**config.mk**
```make
export PLATFORM = sky130hd
export DESIGN_NAME = fir_wb_axis_host
export DESIGN_NICKNAME = d
export VERILOG_FILES = /design/src/rtl/fir_wb_axis_host.sv
export SDC_FILE = /design/constraint.sdc
export NUM_CORES = 1
export LEC_CHECK = 0
export CORE_MARGIN = 5
export CORE_UTILIZATION = 48
export DETAILED_ROUTE_END_ITERATION = 8
export GPL_TIMING_DRIVEN = 0
export HOLD_SLACK_MARGIN = 0.03
export PLACE_DENSITY = 0.83
export REMOVE_ABC_BUFFERS = 1
export SYNTH_ARGS = -nofsm -noshare
export SYNTH_HDL_FRONTEND = slang
export SYNTH_SLANG_ARGS = --single-unit
```
**constraint.sdc**
```tcl
create_clock -name clk -period 6.8 [get_ports clk]
set_input_delay 1.02 -clock clk [delete_from_list [all_inputs] [get_ports clk]]
set_output_delay 1.02 -clock clk [all_outputs]
set_load 0.1 [all_outputs]
```
**src/rtl/fir_wb_axis_host.sv**
```systemverilog
// fir_wb_axis_host: host-side sequencer for the FIR accelerator.
// Programs the taps and ap_start over Wishbone, then streams samples out on
// ss_* and collects results on sm_*, keeping a result checksum and error flags.
//
// state    | meaning
// ---------+------------------------------------------------------------
// IDLE     | waiting for the first start after reset
// TAP_WR   | Wishbone write of tap k, held until ack
// TAP_GAP  | one idle bus cycle between writes, k advances
// CTRL_WR  | Wishbone write of 1 to ap_ctrl, held until ack
// CTRL_GAP | one idle bus cycle before streaming
// STREAM   | samples out on ss_*, results in on sm_*
// DONE     | run finished or aborted; checksum and flags held
module fir_wb_axis_host #(
    parameter int          N_TAP          = 11,
    parameter int          DATA_LEN       = 50,
    parameter int          IDX_W          = 8,
    parameter logic [31:0] ADDR_AP_CTRL   = 32'h20,
    parameter logic [31:0] ADDR_TAP_BEGIN = 32'h40,
    parameter int          TIMEOUT        = 1024
) (
    input  logic             clk,
    input  logic             rst,
    input  logic             start,
    output logic [IDX_W-1:0] tap_idx,
    input  logic [31:0]      tap_val,
    output logic [IDX_W-1:0] smp_idx,
    input  logic [31:0]      smp_val,
    output logic             wbs_cyc_i,
    output logic             wbs_stb_i,
    output logic             wbs_we_i,
    output logic [3:0]       wbs_sel_i,
    output logic [31:0]      wbs_adr_i,
    output logic [31:0]      wbs_dat_i,
    input  logic             wbs_ack_o,
    output logic             ss_tvalid,
    input  logic             ss_tready,
    output logic [31:0]      ss_tdata,
    output logic             ss_tlast,
    input  logic             sm_tvalid,
    output logic             sm_tready,
    input  logic [31:0]      sm_tdata,
    input  logic             sm_tlast,
    output logic             res_valid,
    output logic [IDX_W-1:0] res_idx,
    output logic [31:0]      res_data,
    output logic             busy,
    output logic             done,
    output logic [31:0]      checksum,
    output logic             tlast_err,
    output logic             timeout_err
);

    localparam int               WD_W    = (TIMEOUT > 1) ? $clog2(TIMEOUT) : 1;
    localparam logic [IDX_W-1:0] K_LAST  = IDX_W'(N_TAP - 1);
    localparam logic [IDX_W-1:0] N_LAST  = IDX_W'(DATA_LEN - 1);
    localparam logic [WD_W-1:0]  WD_LOAD = WD_W'(TIMEOUT - 1);

    typedef enum logic [2:0] {
        IDLE,
        TAP_WR,
        TAP_GAP,
        CTRL_WR,
        CTRL_GAP,
        STREAM,
        DONE
    } state_t;

    state_t           state;
    logic [IDX_W-1:0] k;
    logic [IDX_W-1:0] in_cnt;
    logic [IDX_W-1:0] out_cnt;
    logic [WD_W-1:0]  wdog;
    logic             wb_req;

    logic ss_beat;
    logic sm_beat;
    logic wb_ack;
    logic progress;
    logic wd_live;
    logic wd_fire;

    assign ss_beat  = ss_tvalid & ss_tready;
    assign sm_beat  = sm_tvalid & sm_tready;
    assign wb_ack   = wb_req & wbs_ack_o;
    assign progress = wb_ack | ss_beat | sm_beat;
    assign wd_live  = (state == TAP_WR) | (state == CTRL_WR) | (state == STREAM);
    // wdog is a down-counter reloaded on progress; reaching zero with no
    // progress in a watched state means TIMEOUT idle cycles have elapsed.
    assign wd_fire  = wd_live & ~progress & (wdog == '0);

    // Bus and stream payloads come straight from registered state and the
    // combinational ROMs, so they cannot change while a handshake is pending.
    assign wbs_cyc_i = wb_req;
    assign wbs_stb_i = wb_req;
    assign wbs_we_i  = wb_req;
    assign wbs_sel_i = 4'hF;
    assign wbs_adr_i = !wb_req            ? 32'h0 :
                       (state == CTRL_WR) ? ADDR_AP_CTRL :
                                            ADDR_TAP_BEGIN + (32'(k) << 2);
    assign wbs_dat_i = !wb_req            ? 32'h0 :
                       (state == CTRL_WR) ? 32'h1 : tap_val;
    assign tap_idx   = k;
    assign smp_idx   = in_cnt;
    assign ss_tdata  = ss_tvalid ? smp_val : 32'h0;
    assign ss_tlast  = ss_tvalid & (in_cnt == N_LAST);

    // Run sequencer with watchdog and result bookkeeping.
    always_ff @(posedge clk or posedge rst) begin
        if (rst) begin
            state       <= IDLE;
            k           <= '0;
            in_cnt      <= '0;
            out_cnt     <= '0;
            wdog        <= '0;
            wb_req      <= 1'b0;
            ss_tvalid   <= 1'b0;
            sm_tready   <= 1'b0;
            res_valid   <= 1'b0;
            res_idx     <= '0;
            res_data    <= 32'h0;
            busy        <= 1'b0;
            done        <= 1'b0;
            checksum    <= 32'h0;
            tlast_err   <= 1'b0;
            timeout_err <= 1'b0;
        end else begin
            res_valid <= 1'b0;

            if (wd_live) begin
                if (progress) begin
                    wdog <= WD_LOAD;
                end else if (wdog != '0) begin
                    wdog <= wdog - 1'b1;
                end
            end

            case (state)
                IDLE, DONE: begin
                    if (start) begin
                        state       <= TAP_WR;
                        wb_req      <= 1'b1;
                        busy        <= 1'b1;
                        done        <= 1'b0;
                        k           <= '0;
                        in_cnt      <= '0;
                        out_cnt     <= '0;
                        wdog        <= WD_LOAD;
                        checksum    <= 32'h0;
                        tlast_err   <= 1'b0;
                        timeout_err <= 1'b0;
                    end
                end
                TAP_WR: begin
                    if (wb_ack) begin
                        wb_req <= 1'b0;
                        state  <= TAP_GAP;
                    end
                end
                TAP_GAP: begin
                    k      <= k + 1'b1;
                    wb_req <= 1'b1;
                    state  <= (k == K_LAST) ? CTRL_WR : TAP_WR;
                end
                CTRL_WR: begin
                    if (wb_ack) begin
                        wb_req <= 1'b0;
                        state  <= CTRL_GAP;
                    end
                end
                CTRL_GAP: begin
                    state     <= STREAM;
                    ss_tvalid <= 1'b1;
                    sm_tready <= 1'b1;
                end
                STREAM: begin
                    if (ss_beat) begin
                        in_cnt <= in_cnt + 1'b1;
                        if (in_cnt == N_LAST) begin
                            ss_tvalid <= 1'b0;
                        end
                    end
                    if (sm_beat) begin
                        res_valid <= 1'b1;
                        res_idx   <= out_cnt;
                        res_data  <= sm_tdata;
                        checksum  <= checksum + sm_tdata;
                        out_cnt   <= out_cnt + 1'b1;
                        if (sm_tlast != (out_cnt == N_LAST)) begin
                            tlast_err <= 1'b1;
                        end
                        // The last result ends the run even if samples remain.
                        if (out_cnt == N_LAST) begin
                            ss_tvalid <= 1'b0;
                            sm_tready <= 1'b0;
                            busy      <= 1'b0;
                            done      <= 1'b1;
                            state     <= DONE;
                        end
                    end
                end
                default: state <= IDLE;
            endcase

            if (wd_fire) begin
                wb_req      <= 1'b0;
                ss_tvalid   <= 1'b0;
                sm_tready   <= 1'b0;
                busy        <= 1'b0;
                done        <= 1'b1;
                timeout_err <= 1'b1;
                state       <= DONE;
            end
        end
    end

endmodule

```
==> reports/metrics.cfg <==
[status]
outcome=finished, final reports clean

[logic_synthesis]
synth_edf_count=0
synth_cell_types=75
ys_warn_count=0
async_reset_ff_share_pct=100.0
synth_cells=910
synth_top_area_share_pct=38.36
postSynthAreaPerCell_um2=8.387
synthFlopType=dfrtp_1
synth_seq_cells=117
ys_seq_area_share_pct=38.36
yosys-top-cells-area=dfrtp_1 38%, nand2_1 10%, ha_1 6.6%, and3_1 3.3%, a21oi_1 3.0%
yosys.area.top_type=dfrtp_1
syn_area_um2=7632

[drt]
wl_met1_um=10280
vias_per_cell=5.390
drtIter0Drc=554
route.detailed.drc=0
num_vias=7476
firstDrtPassIters=5
top_layer_used=met4
wl_met2_um=11420
wire_per_inst_um=17.27
drtAntennaViolNets=0
dr_wl_met3_um=1647
wl_um=23950

[clock_network]
cts_tree=built
cts_root_buffer=clkbuf_16
clkSinkCount=117
cts_hold_buffers=0
cts_made_buffers=17
clock_path_buffers=2
clock_latency_ps=420
cts.repair.resized=0
clkTransAtPathRegs_ps=50
postCtsSetupBuffers=0
cts_htree_levels=4

[die]
die_h_um=136.1
ios=302
core-area_um2=15710
die_w_um=136.1
rows=46
die-area_um2=18520
start_util_pct=48.57

[worst_setup_path]
crit_top_cell=nand2_1
path_depth=5
critical_path.top_delay_family=simple AND/OR/NAND/NOR gates
crit_fanout=35
cp_slowest_cell=clkdlybuf4s50_1
cp.required_ps=5780
end_kind=output port
worst-path-buf-inv=1
crit_chain=nor2b_1 > nand2_1 > nand2_1 > nor2_1 > clkdlybuf4s50_1
crit_type=flop to output port
r2r_cells=9
startpoint_type=flop
max_stage_delay_ps=1170
worstPathArrival_ps=3400

[sta]
final-setup-viol-count=0
whs_ps=468.6
slew_viol_final=0
max_freq_ghz=0.2260
tightest_slew_ps=1163
hold_viol=0
fin_skew_ps=7.642
rsz0062_at_grt=no
max-slew-margin-rel_pct=22.46
layout_min_cycle_time_ps=4424
finalCritPeriodShare_pct=65.06

[power_and_ir_drop]
p_sw_w=0.003532
p_sw_share_pct=58.44
p_leak_nw=5.005
p_int_w=0.002512
seq_power_share_pct=18.3
vdd.ir_drop.worst_mv=0.4370
pwr-share-comb_pct=65.5
power.density_nw_per_um2=548.9
p_clk_share_pct=16.2

[global_route]
antenna_found_initial=0
grt_max_degree=90
grt_pass1_wl_um=37290
grt_pass1_vias=7028
gr-total-overflow=0
grtUsageTotal_pct=25.50

[final_layout]
drive_gt1_share_pct=4.953
antenna_cells=0
postLayoutCellArea_um2=11010
final_nets=1302
syn2layout_area_growth_pct=44.26
final_common_cell=clkdlybuf4s50_1
final_cell_mix=274 x clkdlybuf4s50_1, 206 x nand2_1, 117 x dfrtp_1

[placement]
placed_area_um2=10370
hpwl_um=17790
port_buffers=274
gp_congestion=0.9006

[hold_path]
hp-class=flop to flop
worstHoldPathCells=2

[flow_run]
max_cap_violations=0

[metal layers]
metal | GRT usage, % | vias up
li1 | - | 3605
met1 | 33.67 | 3567
met2 | 41.28 | 259
met3 | 6.181 | 45
met4 | 8.455 | 0
met5 | 0 | -
[logic make-up (layout without fill, tap and decap cells)]
logic type / count (synthesis) / in the layout / synth area share (%)
AOI/OAI and AO/OA: 179 / 179 / 15.21
xor gates and xnor gates: 37 / 37 / 4.246
adders and majority gates: 42 / 42 / 6.951
buffers and inverters: 91 / 327 / 6.688
DFF: 117 / 117 / 38.36
muxes: 10 / 10 / 1.312
other: 2 / 27 / 0.09840
and+or+nand+nor: 432 / 432 / 27.13
[power groups by stage]
stage	combinational [W]	sequential (W)	clock (W)
6_report	0.00396	0.00111	0.000978
5_1_grt	0.00415	0.00114	0.00102
4_1_cts	0.00396	0.00110	0.000991
3_5_place_dp	0.00394	0.00111	0
3_3_place_gp	0.00390	0.00110	0
2_1_floorplan	0.00166	0.00244	0
[cell usage after synthesis (4+ instances only)]
| master | number |
|---|---|
| nand2_1 | 206 |
| dfrtp_1 | 117 |
| nor2_1 | 49 |
| a21oi_1 | 46 |
| o21ai_0 | 45 |
| and3_1 | 40 |
| ha_1 | 40 |
| and2_1 | 36 |
| buf_4 | 29 |
| nand3_1 | 25 |
| clkbuf_1 | 23 |
| xor2_1 | 21 |
| inv_1 | 17 |
| nand4_1 | 16 |
| xnor2_1 | 16 |
| nor3_1 | 15 |
| a21o_1 | 13 |
| buf_2 | 13 |
| mux2i_1 | 10 |
| a31oi_1 | 9 |
| o21a_1 | 8 |
| or3_1 | 7 |
| o31ai_1 | 6 |
| nand2b_1 | 5 |
| o21ai_1 | 5 |
| a211oi_1 | 4 |
| a21oi_2 | 4 |
| nor2b_1 | 4 |
| o2111ai_1 | 4 |
| o211ai_1 | 4 |
[worst paths after layout]
kind | start | endpoint | slack, ps
setup / recovery | state[1] | wbs_adr_i[2] | 2380
hold / removal | res_idx[7] | res_idx[7] | 470
setup reg to reg | state[0] | out_cnt[7] | 2960
hold reg to reg | res_idx[7] | res_idx[7] | 470
max in group asynchronous | rst | out_cnt[1] | 5090
min in group asynchronous | rst | res_data[24] | 950
[state kept, by name, summed over array words and instances, names as in the netlist, 3 cells and up]
| signal | flops |
|---|---|
| res_data | 32 |
| state | 3 |
| res_idx | 8 |
| wdog | 10 |
| tap_idx | 8 |
| checksum | 32 |
| out_cnt | 8 |
| smp_idx | 8 |
[layout make-up]
cell class                 instances  area (µm²)
sequential                       117        2928
tap                              216       270.3
fill                            1242        4702
multi-input combinational        727        4308
clock inverter                    14       209.0
clock buffer                      18       429.2
timing repair buffer             276        2790
inverter                          19       76.32
[tightest hold or removal path, delay by kind of cell, from the launching register on]
| family | cells | cell delay (ps) |
|---|---|---|
| flops | 1 | 330 |
| simple gates | 2 | 100 |
[through the flow]
step / setup slack [ps] / cells / util (%) / power [W] / setup TNS (ps)
global route: 2104 / 1387 / 70.07 / 0.006311 / 0
detailed placement: 2713 / 1355 / 66.01 / 0.005053 / 0
global placement: -1532 / 1353 / 65.55 / 0.005000 / -40640
finish: 2376 / 1387 / 70.07 / 0.006044 / 0
floorplan: 1465 / 863 / - / 0.004099 / 0
CTS: 2402 / 1387 / 70.07 / 0.006057 / 0
Note: power is estimated with default switching activity, not from simulation.
